### config.mk
export PLATFORM = sky130hd
export DESIGN_NAME = cu_multicycle_ctrl_flat
export DESIGN_NICKNAME = d
export VERILOG_FILES = /design/src/rtl/cu_multicycle_ctrl_if.sv /design/src/rtl/cu_multicycle_ctrl.sv /design/src/flat_wrapper.sv
export SDC_FILE = /design/constraint.sdc
export NUM_CORES = 1
export LEC_CHECK = 0
export ABC_AREA = 1
export BUFFER_PORTS_ARGS = -buffer_cell sky130_fd_sc_hd__buf_2
export CAP_MARGIN = 20
export CORE_MARGIN = 8
export CORE_UTILIZATION = 46
export DETAILED_ROUTE_END_ITERATION = 7
export PLACE_DENSITY_LB_ADDON = 0.05
export SLEW_MARGIN = 20
export SYNTH_ARGS = -nofsm -noshare
export SYNTH_HDL_FRONTEND = slang
export SYNTH_SLANG_ARGS = --single-unit
### constraint.sdc
create_clock -name CLK -period 1.4 [get_ports CLK]
set_input_delay 0.07 -clock CLK [delete_from_list [all_inputs] [get_ports CLK]]
set_output_delay 0.07 -clock CLK [all_outputs]
set_load 0.01 [all_outputs]
### src/rtl/cu_multicycle_ctrl_if.sv
// Control bus between the multi-cycle MIPS control unit and its datapath:
// opcode and memory/halt handshake in, datapath strobes and status out.
interface cu_multicycle_ctrl_if #(
    parameter int OPW = 6
);
    logic [OPW-1:0] Opcode;
    logic           MEM_READY;
    logic           HALT;

    logic           PCWrite;
    logic           Branch;
    logic           BranchNE;
    logic           IorD;
    logic           MemRead;
    logic           MemWrite;
    logic           IRWrite;
    logic           MemtoReg;
    logic           RegDst;
    logic           RegWrite;
    logic           ALUSrcA;
    logic [1:0]     ALUSrcB;
    logic [1:0]     ALUOp;
    logic [1:0]     PCSrc;

    logic [3:0]     STATE;
    logic           INSTR_DONE;
    logic           ILLEGAL;
    logic           HALTED;

    // The control unit drives the strobes.
    modport master (
        input  Opcode, MEM_READY, HALT,
        output PCWrite, Branch, BranchNE, IorD, MemRead, MemWrite, IRWrite,
               MemtoReg, RegDst, RegWrite, ALUSrcA, ALUSrcB, ALUOp, PCSrc,
               STATE, INSTR_DONE, ILLEGAL, HALTED
    );

    // The datapath and memory side drive the opcode and handshake.
    modport slave (
        output Opcode, MEM_READY, HALT,
        input  PCWrite, Branch, BranchNE, IorD, MemRead, MemWrite, IRWrite,
               MemtoReg, RegDst, RegWrite, ALUSrcA, ALUSrcB, ALUOp, PCSrc,
               STATE, INSTR_DONE, ILLEGAL, HALTED
    );
endinterface

### src/rtl/cu_multicycle_ctrl.sv
// Multi-cycle MIPS control unit: Moore FSM sequencing each instruction over
// 3-5 cycles, with memory-ready wait states, halt request and illegal-opcode pulse.
module cu_multicycle_ctrl #(
    parameter int OPW        = 6,
    parameter bit ENABLE_BNE = 1'b1
) (
    input logic                  CLK,
    input logic                  RST_N,
    cu_multicycle_ctrl_if.master bus
);

    typedef enum logic [3:0] {
        FETCH  = 4'd0,
        DECODE = 4'd1,
        MEMADR = 4'd2,
        MEMRD  = 4'd3,
        MEMWB  = 4'd4,
        MEMWR  = 4'd5,
        EXEC   = 4'd6,
        ALUWB  = 4'd7,
        BRANCH = 4'd8,
        ADDIEX = 4'd9,
        ADDIWB = 4'd10,
        JUMP   = 4'd11,
        HALTST = 4'd12
    } state_t;

    typedef enum logic [2:0] {
        KIND_ILLEGAL,
        KIND_LW,
        KIND_SW,
        KIND_RTYPE,
        KIND_BEQ,
        KIND_BNE,
        KIND_ADDI,
        KIND_J
    } kind_t;

    typedef struct packed {
        logic       pc_write;
        logic       branch;
        logic       branch_ne;
        logic       iord;
        logic       mem_read;
        logic       mem_write;
        logic       ir_write;
        logic       mem_to_reg;
        logic       reg_dst;
        logic       reg_write;
        logic       alu_src_a;
        logic [1:0] alu_src_b;
        logic [1:0] alu_op;
        logic [1:0] pc_src;
        logic       instr_done;
        logic       illegal;
        logic       halted;
    } ctrl_t;

    localparam logic [OPW-1:0] OP_RTYPE = OPW'(6'b000000);
    localparam logic [OPW-1:0] OP_J     = OPW'(6'b000010);
    localparam logic [OPW-1:0] OP_BEQ   = OPW'(6'b000100);
    localparam logic [OPW-1:0] OP_BNE   = OPW'(6'b000101);
    localparam logic [OPW-1:0] OP_ADDI  = OPW'(6'b001000);
    localparam logic [OPW-1:0] OP_LW    = OPW'(6'b100011);
    localparam logic [OPW-1:0] OP_SW    = OPW'(6'b101011);

    localparam logic [1:0] SRCB_B      = 2'b00;
    localparam logic [1:0] SRCB_FOUR   = 2'b01;
    localparam logic [1:0] SRCB_IMM    = 2'b10;
    localparam logic [1:0] SRCB_IMMSH2 = 2'b11;
    localparam logic [1:0] ALUOP_ADD   = 2'b00;
    localparam logic [1:0] ALUOP_SUB   = 2'b01;
    localparam logic [1:0] ALUOP_FUNCT = 2'b10;
    localparam logic [1:0] PCSRC_ALU   = 2'b00;
    localparam logic [1:0] PCSRC_OUT   = 2'b01;
    localparam logic [1:0] PCSRC_JUMP  = 2'b10;

    state_t state, state_nxt;
    kind_t  kind, kind_nxt, op_kind;
    ctrl_t  ctrl, ctrl_out;

    // Opcode classification; bne folds into illegal when not built in.
    always_comb begin
        // NOTE: every always_comb output gets a default first, so no path can infer a latch.
        op_kind = KIND_ILLEGAL;
        case (bus.Opcode)
            OP_LW:    op_kind = KIND_LW;
            OP_SW:    op_kind = KIND_SW;
            OP_RTYPE: op_kind = KIND_RTYPE;
            OP_BEQ:   op_kind = KIND_BEQ;
            OP_BNE:   op_kind = ENABLE_BNE ? KIND_BNE : KIND_ILLEGAL;
            OP_ADDI:  op_kind = KIND_ADDI;
            OP_J:     op_kind = KIND_J;
            default:  op_kind = KIND_ILLEGAL;
        endcase
    end

    always_ff @(posedge CLK or negedge RST_N) begin
        if (!RST_N) begin
            state <= FETCH;
            kind  <= KIND_ILLEGAL;
        end else begin
            // NOTE: state registers use non-blocking assignments so every flop samples pre-edge values.
            state <= state_nxt;
            kind  <= kind_nxt;
        end
    end

    // Next-state logic; the decoded kind is captured once in DECODE so later
    // states steer on a registered value rather than the live opcode.
    always_comb begin
        state_nxt = FETCH;
        kind_nxt  = kind;
        case (state)
            FETCH: begin
                if (bus.MEM_READY)
                    state_nxt = DECODE;
                else if (bus.HALT)
                    state_nxt = HALTST;
                else
                    state_nxt = FETCH;
            end
            HALTST: state_nxt = bus.HALT ? HALTST : FETCH;
            DECODE: begin
                kind_nxt = op_kind;
                case (op_kind)
                    KIND_LW, KIND_SW:   state_nxt = MEMADR;
                    KIND_RTYPE:         state_nxt = EXEC;
                    KIND_BEQ, KIND_BNE: state_nxt = BRANCH;
                    KIND_ADDI:          state_nxt = ADDIEX;
                    KIND_J:             state_nxt = JUMP;
                    default:            state_nxt = FETCH;
                endcase
            end
            MEMADR: state_nxt = (kind == KIND_SW) ? MEMWR : MEMRD;
            MEMRD:  state_nxt = bus.MEM_READY ? MEMWB : MEMRD;
            MEMWB:  state_nxt = FETCH;
            MEMWR:  state_nxt = bus.MEM_READY ? FETCH : MEMWR;
            EXEC:   state_nxt = ALUWB;
            ALUWB:  state_nxt = FETCH;
            BRANCH: state_nxt = FETCH;
            ADDIEX: state_nxt = ADDIWB;
            ADDIWB: state_nxt = FETCH;
            JUMP:   state_nxt = FETCH;
            default: state_nxt = FETCH;
        endcase
    end

    // Strobe decode by state; MEM_READY gating in FETCH and MEMWR is the only
    // combinational input dependence apart from the DECODE illegal pulse.
    always_comb begin
        ctrl = '0;
        case (state)
            FETCH: begin
                ctrl.mem_read  = 1'b1;
                ctrl.alu_src_b = SRCB_FOUR;
                ctrl.alu_op    = ALUOP_ADD;
                ctrl.pc_src    = PCSRC_ALU;
                ctrl.ir_write  = bus.MEM_READY;
                ctrl.pc_write  = bus.MEM_READY;
            end
            DECODE: begin
                ctrl.alu_src_b = SRCB_IMMSH2;
                ctrl.alu_op    = ALUOP_ADD;
                ctrl.illegal   = (op_kind == KIND_ILLEGAL);
            end
            MEMADR: begin
                ctrl.alu_src_a = 1'b1;
                ctrl.alu_src_b = SRCB_IMM;
            end
            MEMRD: begin
                ctrl.mem_read = 1'b1;
                ctrl.iord     = 1'b1;
            end
            MEMWB: begin
                ctrl.reg_write  = 1'b1;
                ctrl.mem_to_reg = 1'b1;
                ctrl.instr_done = 1'b1;
            end
            MEMWR: begin
                ctrl.mem_write  = 1'b1;
                ctrl.iord       = 1'b1;
                ctrl.instr_done = bus.MEM_READY;
            end
            EXEC: begin
                ctrl.alu_src_a = 1'b1;
                ctrl.alu_src_b = SRCB_B;
                ctrl.alu_op    = ALUOP_FUNCT;
            end
            ALUWB: begin
                ctrl.reg_write  = 1'b1;
                ctrl.reg_dst    = 1'b1;
                ctrl.instr_done = 1'b1;
            end
            BRANCH: begin
                ctrl.alu_src_a  = 1'b1;
                ctrl.alu_op     = ALUOP_SUB;
                ctrl.pc_src     = PCSRC_OUT;
                ctrl.branch     = (kind == KIND_BEQ);
                ctrl.branch_ne  = (kind == KIND_BNE);
                ctrl.instr_done = 1'b1;
            end
            ADDIEX: begin
                ctrl.alu_src_a = 1'b1;
                ctrl.alu_src_b = SRCB_IMM;
                ctrl.alu_op    = ALUOP_ADD;
            end
            ADDIWB: begin
                ctrl.reg_write  = 1'b1;
                ctrl.instr_done = 1'b1;
            end
            JUMP: begin
                ctrl.pc_write   = 1'b1;
                ctrl.pc_src     = PCSRC_JUMP;
                ctrl.instr_done = 1'b1;
            end
            HALTST: ctrl.halted = 1'b1;
            default: ctrl = '0;
        endcase
    end

    // FETCH strobes would otherwise show while reset holds the state at FETCH.
    assign ctrl_out = RST_N ? ctrl : '0;

    assign bus.PCWrite    = ctrl_out.pc_write;
    assign bus.Branch     = ctrl_out.branch;
    assign bus.BranchNE   = ctrl_out.branch_ne;
    assign bus.IorD       = ctrl_out.iord;
    assign bus.MemRead    = ctrl_out.mem_read;
    assign bus.MemWrite   = ctrl_out.mem_write;
    assign bus.IRWrite    = ctrl_out.ir_write;
    assign bus.MemtoReg   = ctrl_out.mem_to_reg;
    assign bus.RegDst     = ctrl_out.reg_dst;
    assign bus.RegWrite   = ctrl_out.reg_write;
    assign bus.ALUSrcA    = ctrl_out.alu_src_a;
    assign bus.ALUSrcB    = ctrl_out.alu_src_b;
    assign bus.ALUOp      = ctrl_out.alu_op;
    assign bus.PCSrc      = ctrl_out.pc_src;
    assign bus.INSTR_DONE = ctrl_out.instr_done;
    assign bus.ILLEGAL    = ctrl_out.illegal;
    assign bus.HALTED     = ctrl_out.halted;
    assign bus.STATE      = state;

    a_rd_wr_excl: assert property (@(posedge CLK) disable iff (!RST_N)
        !(bus.MemRead && bus.MemWrite));
    a_reg_mem_excl: assert property (@(posedge CLK) disable iff (!RST_N)
        !(bus.RegWrite && bus.MemWrite));
    a_halted_state: assert property (@(posedge CLK) disable iff (!RST_N)
        bus.HALTED == (state == HALTST));

endmodule

### src/flat_wrapper.sv
// flat-port wrapper written by rule: the top's interface ports become plain ports
module cu_multicycle_ctrl_flat 
#(
    parameter int OPW        = 6,
    parameter bit ENABLE_BNE = 1'b1
)
  (CLK, RST_N, bus_Opcode, bus_MEM_READY, bus_HALT, bus_PCWrite, bus_Branch, bus_BranchNE, bus_IorD, bus_MemRead, bus_MemWrite, bus_IRWrite, bus_MemtoReg, bus_RegDst, bus_RegWrite, bus_ALUSrcA, bus_ALUSrcB, bus_ALUOp, bus_PCSrc, bus_STATE, bus_INSTR_DONE, bus_ILLEGAL, bus_HALTED);
  cu_multicycle_ctrl_if #(.OPW(OPW)) bus_i ();
  input logic CLK;
  input logic RST_N;
  input wire logic [$bits(bus_i.Opcode)-1:0] bus_Opcode;
  input wire logic [$bits(bus_i.MEM_READY)-1:0] bus_MEM_READY;
  input wire logic [$bits(bus_i.HALT)-1:0] bus_HALT;
  output wire logic [$bits(bus_i.PCWrite)-1:0] bus_PCWrite;
  output wire logic [$bits(bus_i.Branch)-1:0] bus_Branch;
  output wire logic [$bits(bus_i.BranchNE)-1:0] bus_BranchNE;
  output wire logic [$bits(bus_i.IorD)-1:0] bus_IorD;
  output wire logic [$bits(bus_i.MemRead)-1:0] bus_MemRead;
  output wire logic [$bits(bus_i.MemWrite)-1:0] bus_MemWrite;
  output wire logic [$bits(bus_i.IRWrite)-1:0] bus_IRWrite;
  output wire logic [$bits(bus_i.MemtoReg)-1:0] bus_MemtoReg;
  output wire logic [$bits(bus_i.RegDst)-1:0] bus_RegDst;
  output wire logic [$bits(bus_i.RegWrite)-1:0] bus_RegWrite;
  output wire logic [$bits(bus_i.ALUSrcA)-1:0] bus_ALUSrcA;
  output wire logic [$bits(bus_i.ALUSrcB)-1:0] bus_ALUSrcB;
  output wire logic [$bits(bus_i.ALUOp)-1:0] bus_ALUOp;
  output wire logic [$bits(bus_i.PCSrc)-1:0] bus_PCSrc;
  output wire logic [$bits(bus_i.STATE)-1:0] bus_STATE;
  output wire logic [$bits(bus_i.INSTR_DONE)-1:0] bus_INSTR_DONE;
  output wire logic [$bits(bus_i.ILLEGAL)-1:0] bus_ILLEGAL;
  output wire logic [$bits(bus_i.HALTED)-1:0] bus_HALTED;
  assign bus_i.Opcode = bus_Opcode;
  assign bus_i.MEM_READY = bus_MEM_READY;
  assign bus_i.HALT = bus_HALT;
  assign bus_PCWrite = bus_i.PCWrite;
  assign bus_Branch = bus_i.Branch;
  assign bus_BranchNE = bus_i.BranchNE;
  assign bus_IorD = bus_i.IorD;
  assign bus_MemRead = bus_i.MemRead;
  assign bus_MemWrite = bus_i.MemWrite;
  assign bus_IRWrite = bus_i.IRWrite;
  assign bus_MemtoReg = bus_i.MemtoReg;
  assign bus_RegDst = bus_i.RegDst;
  assign bus_RegWrite = bus_i.RegWrite;
  assign bus_ALUSrcA = bus_i.ALUSrcA;
  assign bus_ALUSrcB = bus_i.ALUSrcB;
  assign bus_ALUOp = bus_i.ALUOp;
  assign bus_PCSrc = bus_i.PCSrc;
  assign bus_STATE = bus_i.STATE;
  assign bus_INSTR_DONE = bus_i.INSTR_DONE;
  assign bus_ILLEGAL = bus_i.ILLEGAL;
  assign bus_HALTED = bus_i.HALTED;
  cu_multicycle_ctrl #(.OPW(OPW), .ENABLE_BNE(ENABLE_BNE)) u_core (.CLK(CLK), .RST_N(RST_N), .bus(bus_i));
endmodule
# Word-level counts from Yosys, hierarchy flattened
# Cells that the tools add are included.
# W data, S select, Z words.
[word_totals]
ff_bits = 7
word_cells = 66
output_inout_bits = 24
inputBits = 10
[classes]
reduce_logical = 11
eq_ne = 28
mux = 25
[op_table]
columns = ["cell", "n"]
rows = [
  ["$pmux W4 S8", 1],
  ["$pmux W3 S7", 1],
  ["$eq A4 B4 Y1 const B", 5],
  ["$mux W20", 1],
  ["$pmux W4 S5", 1],
  ["$eq A3 B3 Y1 const B", 6],
  ["$eq A4 B3 Y1 const B", 4],
  ["$eq A6 B3 Y1 const B", 2],
  ["$eq A6 B6 Y1 const B", 2],
  ["$mux W1", 10],
  ["$reduce_or A2 Y1", 5],
  ["$eq A3 B2 Y1 const B", 3],
  ["$mux W3", 3],
  ["$eq A4 B2 Y1 const B", 2],
  ["$mux W4", 2],
  ["$pmux W2 S2", 2],
  ["$eq A6 B2 Y1 const B", 1],
  ["$eq A6 B4 Y1 const B", 1],
  ["$logic_not A6 Y1", 1],
  ["$pmux W2 S3", 1],
  ["$reduce_or A5 Y1", 1],
  ["$eq A4 B1 Y1 const B", 1],
  ["$logic_not A4 Y1", 1],
  ["$pmux W1 S2", 2],
  ["5 further kinds", 5],
]

# Depth between registers and ports, before layout
[logic_depth]
word_depth = 6
mapped_depth = 7
ltp_nobuf = 7

# Worst setup path after synthesis
# Ideal clock, no wire load.
[synth_path]
path_type = "register to output"
start = "register u_core.state[2], in the netlist u_core.bus.STATE[2]"
end = "output bus_Branch"
arrival_ns = 1.214
path_stages_with_launch = 6
required_time_ns = 1.330
path_slack_ns = 0.116
n_path_buf = 0
cell_sequence = "dfrtp_1 inv_1 nand2_1 inv_1 nand3_2 nor4_1"
[synth_between]
elab_chain_cells = 3
[synth_lines]
columns = ["element", "line", "source"]
rows = [
  ["start: declaration", "cu_multicycle_ctrl.sv:78", "state_t state, state_nxt;"],
  ["start signal: assignment", "cu_multicycle_ctrl.sv:104", "state <= state_nxt;"],
  ["$eq A4 B4 Y1", "cu_multicycle_ctrl.sv:153", "case (state)"],
  ["$mux W2", "cu_multicycle_ctrl.sv:153", ""],
  ["$mux W20", "cu_multicycle_ctrl.sv:223", "assign ctrl_out = RST_N ? ctrl : '0;"],
  ["end: declaration", "flat_wrapper.sv:15", "output wire logic [$bits(bus_i.Branch)-1:0] bus_Branch;"],
]
# No other way between the ends.

# Final worst setup path
[layout_path]
start = "register u_core.state[2], in the netlist u_core.bus.STATE[2]"
end = "output bus_INSTR_DONE"
[layout_between]
elab_chain_cells = 4
elab_cells_between_ends = 9
cone_classes = "eq/ne: 6; mux: 2; reduce/logical: 1"
[layout_lines]
columns = ["element", "line", "source"]
rows = [
  ["$eq A4 B3 Y1 / $eq A4 B4 Y1 (equally long branches)", "cu_multicycle_ctrl.sv:153", ""],
  ["$reduce_or A5 Y1 (no line)", "--", ""],
  ["$pmux W1 S2 (*)", "cu_multicycle_ctrl.sv:153", ""],
  ["$mux W20 (*)", "cu_multicycle_ctrl.sv:223", ""],
  ["end: declaration", "flat_wrapper.sv:29", "output wire logic [$bits(bus_i.INSTR_DONE)-1:0] bus_INSTR_DONE;"],
]
# Every way passes the cells marked *; elsewhere a longest branch is shown, timed or not.

==> flow_summary.yaml <==
grt:
  grt_overflow: 0
  grt_pass1_wl_um: 4420
  grt_max_degree: 16
  grt_usage_pct: 16.4
  grt_pass1_vias: 1021
  antenna_found_initial: 0
synth:
  syn-cell-area_um2: 767
  synth_cells: 139
  ys_ff_latch: 7
  syn_avg_cell_area_um2: 5.52
  yosysSeqAreaShare_pct: 22.8
  yosysWarnings: 0
  postSynthNetCount: 149
  synth_cell_type_count: 20
timing:
  fmax_mhz: 637
  worst_pin_slew_ns: 0.459
  period_minus_slack_ns: 1.57
  min_period_over_period_pct: 112
  slew_headroom_pct: 69.3
  setup_viol: 20
  hold_ws_ns: 0.151
  timing.final.ws_setup_ns: -0.170
  slew_viol_final: 0
  rsz0062_at_grt: "yes"
  hold_viol_final: 0
  fin_skew_ns: 0.00886
routing:
  drt_iter0_drc: 32
  dr.pass1.iters: 4
  dr_total_vias: 1103
  final_antenna_net_count: 0
  drcViolationCount: 0
  wirelength_um: 2940
  via_per_inst: 5.43
  route.detailed.wl_per_inst_um: 14.5
floorplan:
  coreArea_mm2: 0.00154
  num_rows: 14
  ios: 34
  initial_core_util_pct: 49.8
  die_h_um: 56.8
  dieArea_mm2: 0.00323
  die_w_um: 56.8
place:
  placed_cell_area_um2: 963
  hpwl_um: 1900
  gp_congestion: 0.925
  portBuffers: 33
status:
  outcome: "complete, but fails checks"
  failed_checks: "negative setup slack"
cells_and_area:
  drive_above_1_share_pct: 47.1
  area_delta_synth_final_pct: 54.2
  finalNetCount: 198
  final_common_cell: "buf_2"
  n_fill_cell: 133
  final_area_mm2: 0.00118
  antenna_cells: 0
  layout_common_cells: "33 x buf_2, 24 x nor2_1, 24 x nand2_1"
clock_tree:
  numClockSinks: 7
  clkLatencyLatePin_ns: 0.26
  cts_buffer_depth: 2
  root_buffer: "clkbuf_4"
  htreeDepth: 1
  cts_tree: "built"
  cts_buffers: 3
  path_clk_slew_ns: 0.05
min_path:
  hold_class: "input pin to flip-flop"
run:
  maxCapViolations: 0
pwr:
  p_leak_nw: 0.704
  ir_worst_vdd_mv: 1.41
  pwr_density_cell_mw_per_mm2: 1640
critical_path:
  cp-end-kind: "output pin"
  start_kind: "flip-flop"
  cp_data_required_time_ns: 1.33
  crit_arrival_ns: 1.50
  worstSetupPathType: "flip-flop to output pin"
  crit_fanout: 5
## what timing repair did
| action | 4_1_cts | 5_1_grt |
|---|---|---|
| hold endpoints to repair | 7 | 0 |
| hold buffers | 1 | 0 |
| endpoints found under the setup margin | 15 | 23 |
| pin swaps | 2 | 7 |
| resized for setup | 22 | 16 |
| setup buffers | 4 | 5 |
## critical path: stages, from the launching register on
cell,delay (ns)
dfrtp_2,0.46
inv_4,0.12
nand2_4,0.08
inv_4,0.09
nand2_1,0.08
nand2_1,0.09
nor2_1,0.05
a21oi_1,0.12
buf_2,0.15
## per-layer routing
metal	wire length (um)	up-vias	global-route usage, %
met5	0	-	0
met2	1570	50	30.7
met4	98	0	6.38
li1	-	541	-
met1	1060	502	16.0
met3	216	10	5.39
## cell families (layout without fill, tap and decap cells)
kind of cell | Yosys count | count (layout) | synth area share (%)
compound gates | 12 | 12 | 8.32
flops | 7 | 7 | 22.8
buf+inv | 25 | 73 | 12.2
simple gates | 95 | 95 | 56.6
## cell usage after synthesis, drive strengths merged
cell,number,area [um^2]
nor3,4,20.0
clkinv,1,3.75
buf,1,3.75
nand3,13,70.1
inv,23,86.3
o21ai,6,30.0
nor4,3,18.8
a21oi,4,20.0
a31oi,1,6.26
nand4,3,18.8
and3,1,7.51
nand2,35,144
dfrtp,7,175
nor2,36,155
a211oi,1,7.51
## where the power goes
| group | leakage, nW | internal, mW | switching, mW | total [mW] |
|---|---|---|---|---|
| registers | 0.0882 | 0.284 | 0.175 | 0.460 |
| clock network | 0.0150 | 0.109 | 0.0789 | 0.188 |
| logic | 0.600 | 0.517 | 0.777 | 1.29 |
| total | 0.704 | 0.910 | 1.03 | 1.94 |
## cell type report
type | count | area (um^2) | area share [%]
Multi-Input combinational cell | 107 | 598 | 50.6
Sequential cell | 7 | 180 | 15.2
Tap cell | 16 | 20.0 | 1.69
Timing Repair Buffer | 45 | 258 | 21.8
Inverter | 24 | 100 | 8.47
Clock buffer | 4 | 26.3 | 2.22
## state kept, by name, indices dropped and copies added, names as in the netlist
name,flops
u_core.bus.STATE,4
u_core.kind,3
## through the flow
step	setup TNS, ns	std cells	total power [mW]	setup slack (ns)	utilization (%)
2_1_floorplan	0	139	0.962	0.116	-
3_3_place_gp	0	189	1.27	0.0841	62.5
3_5_place_dp	0	189	1.28	0.0540	62.5
4_1_cts	-0.984	198	1.67	-0.118	70.2
5_1_grt	-2.91	203	2.07	-0.220	76.7
6_report	-1.37	203	1.94	-0.170	76.7
## path summary, 6_finish.rpt
| check | depth (start not counted) | startpoint | slack [ns] | endpoint |
|---|---|---|---|---|
| setup / recovery | 8 | u_core.bus.STATE[2] | -0.17 | bus_INSTR_DONE |
| hold / removal | 3 | bus_MEM_READY | 0.15 | u_core.bus.STATE[0] |
| setup reg to reg | 9 | u_core.bus.STATE[3] | -0.02 | u_core.bus.STATE[3] |
| hold reg to reg | 2 | u_core.kind[2] | 0.48 | u_core.kind[2] |
| max in group asynchronous | 3 | RST_N | 0.79 | u_core.bus.STATE[2] |
| min in group asynchronous | 3 | RST_N | 0.36 | u_core.bus.STATE[1] |
Note: power is estimated with default switching activity, not from simulation.
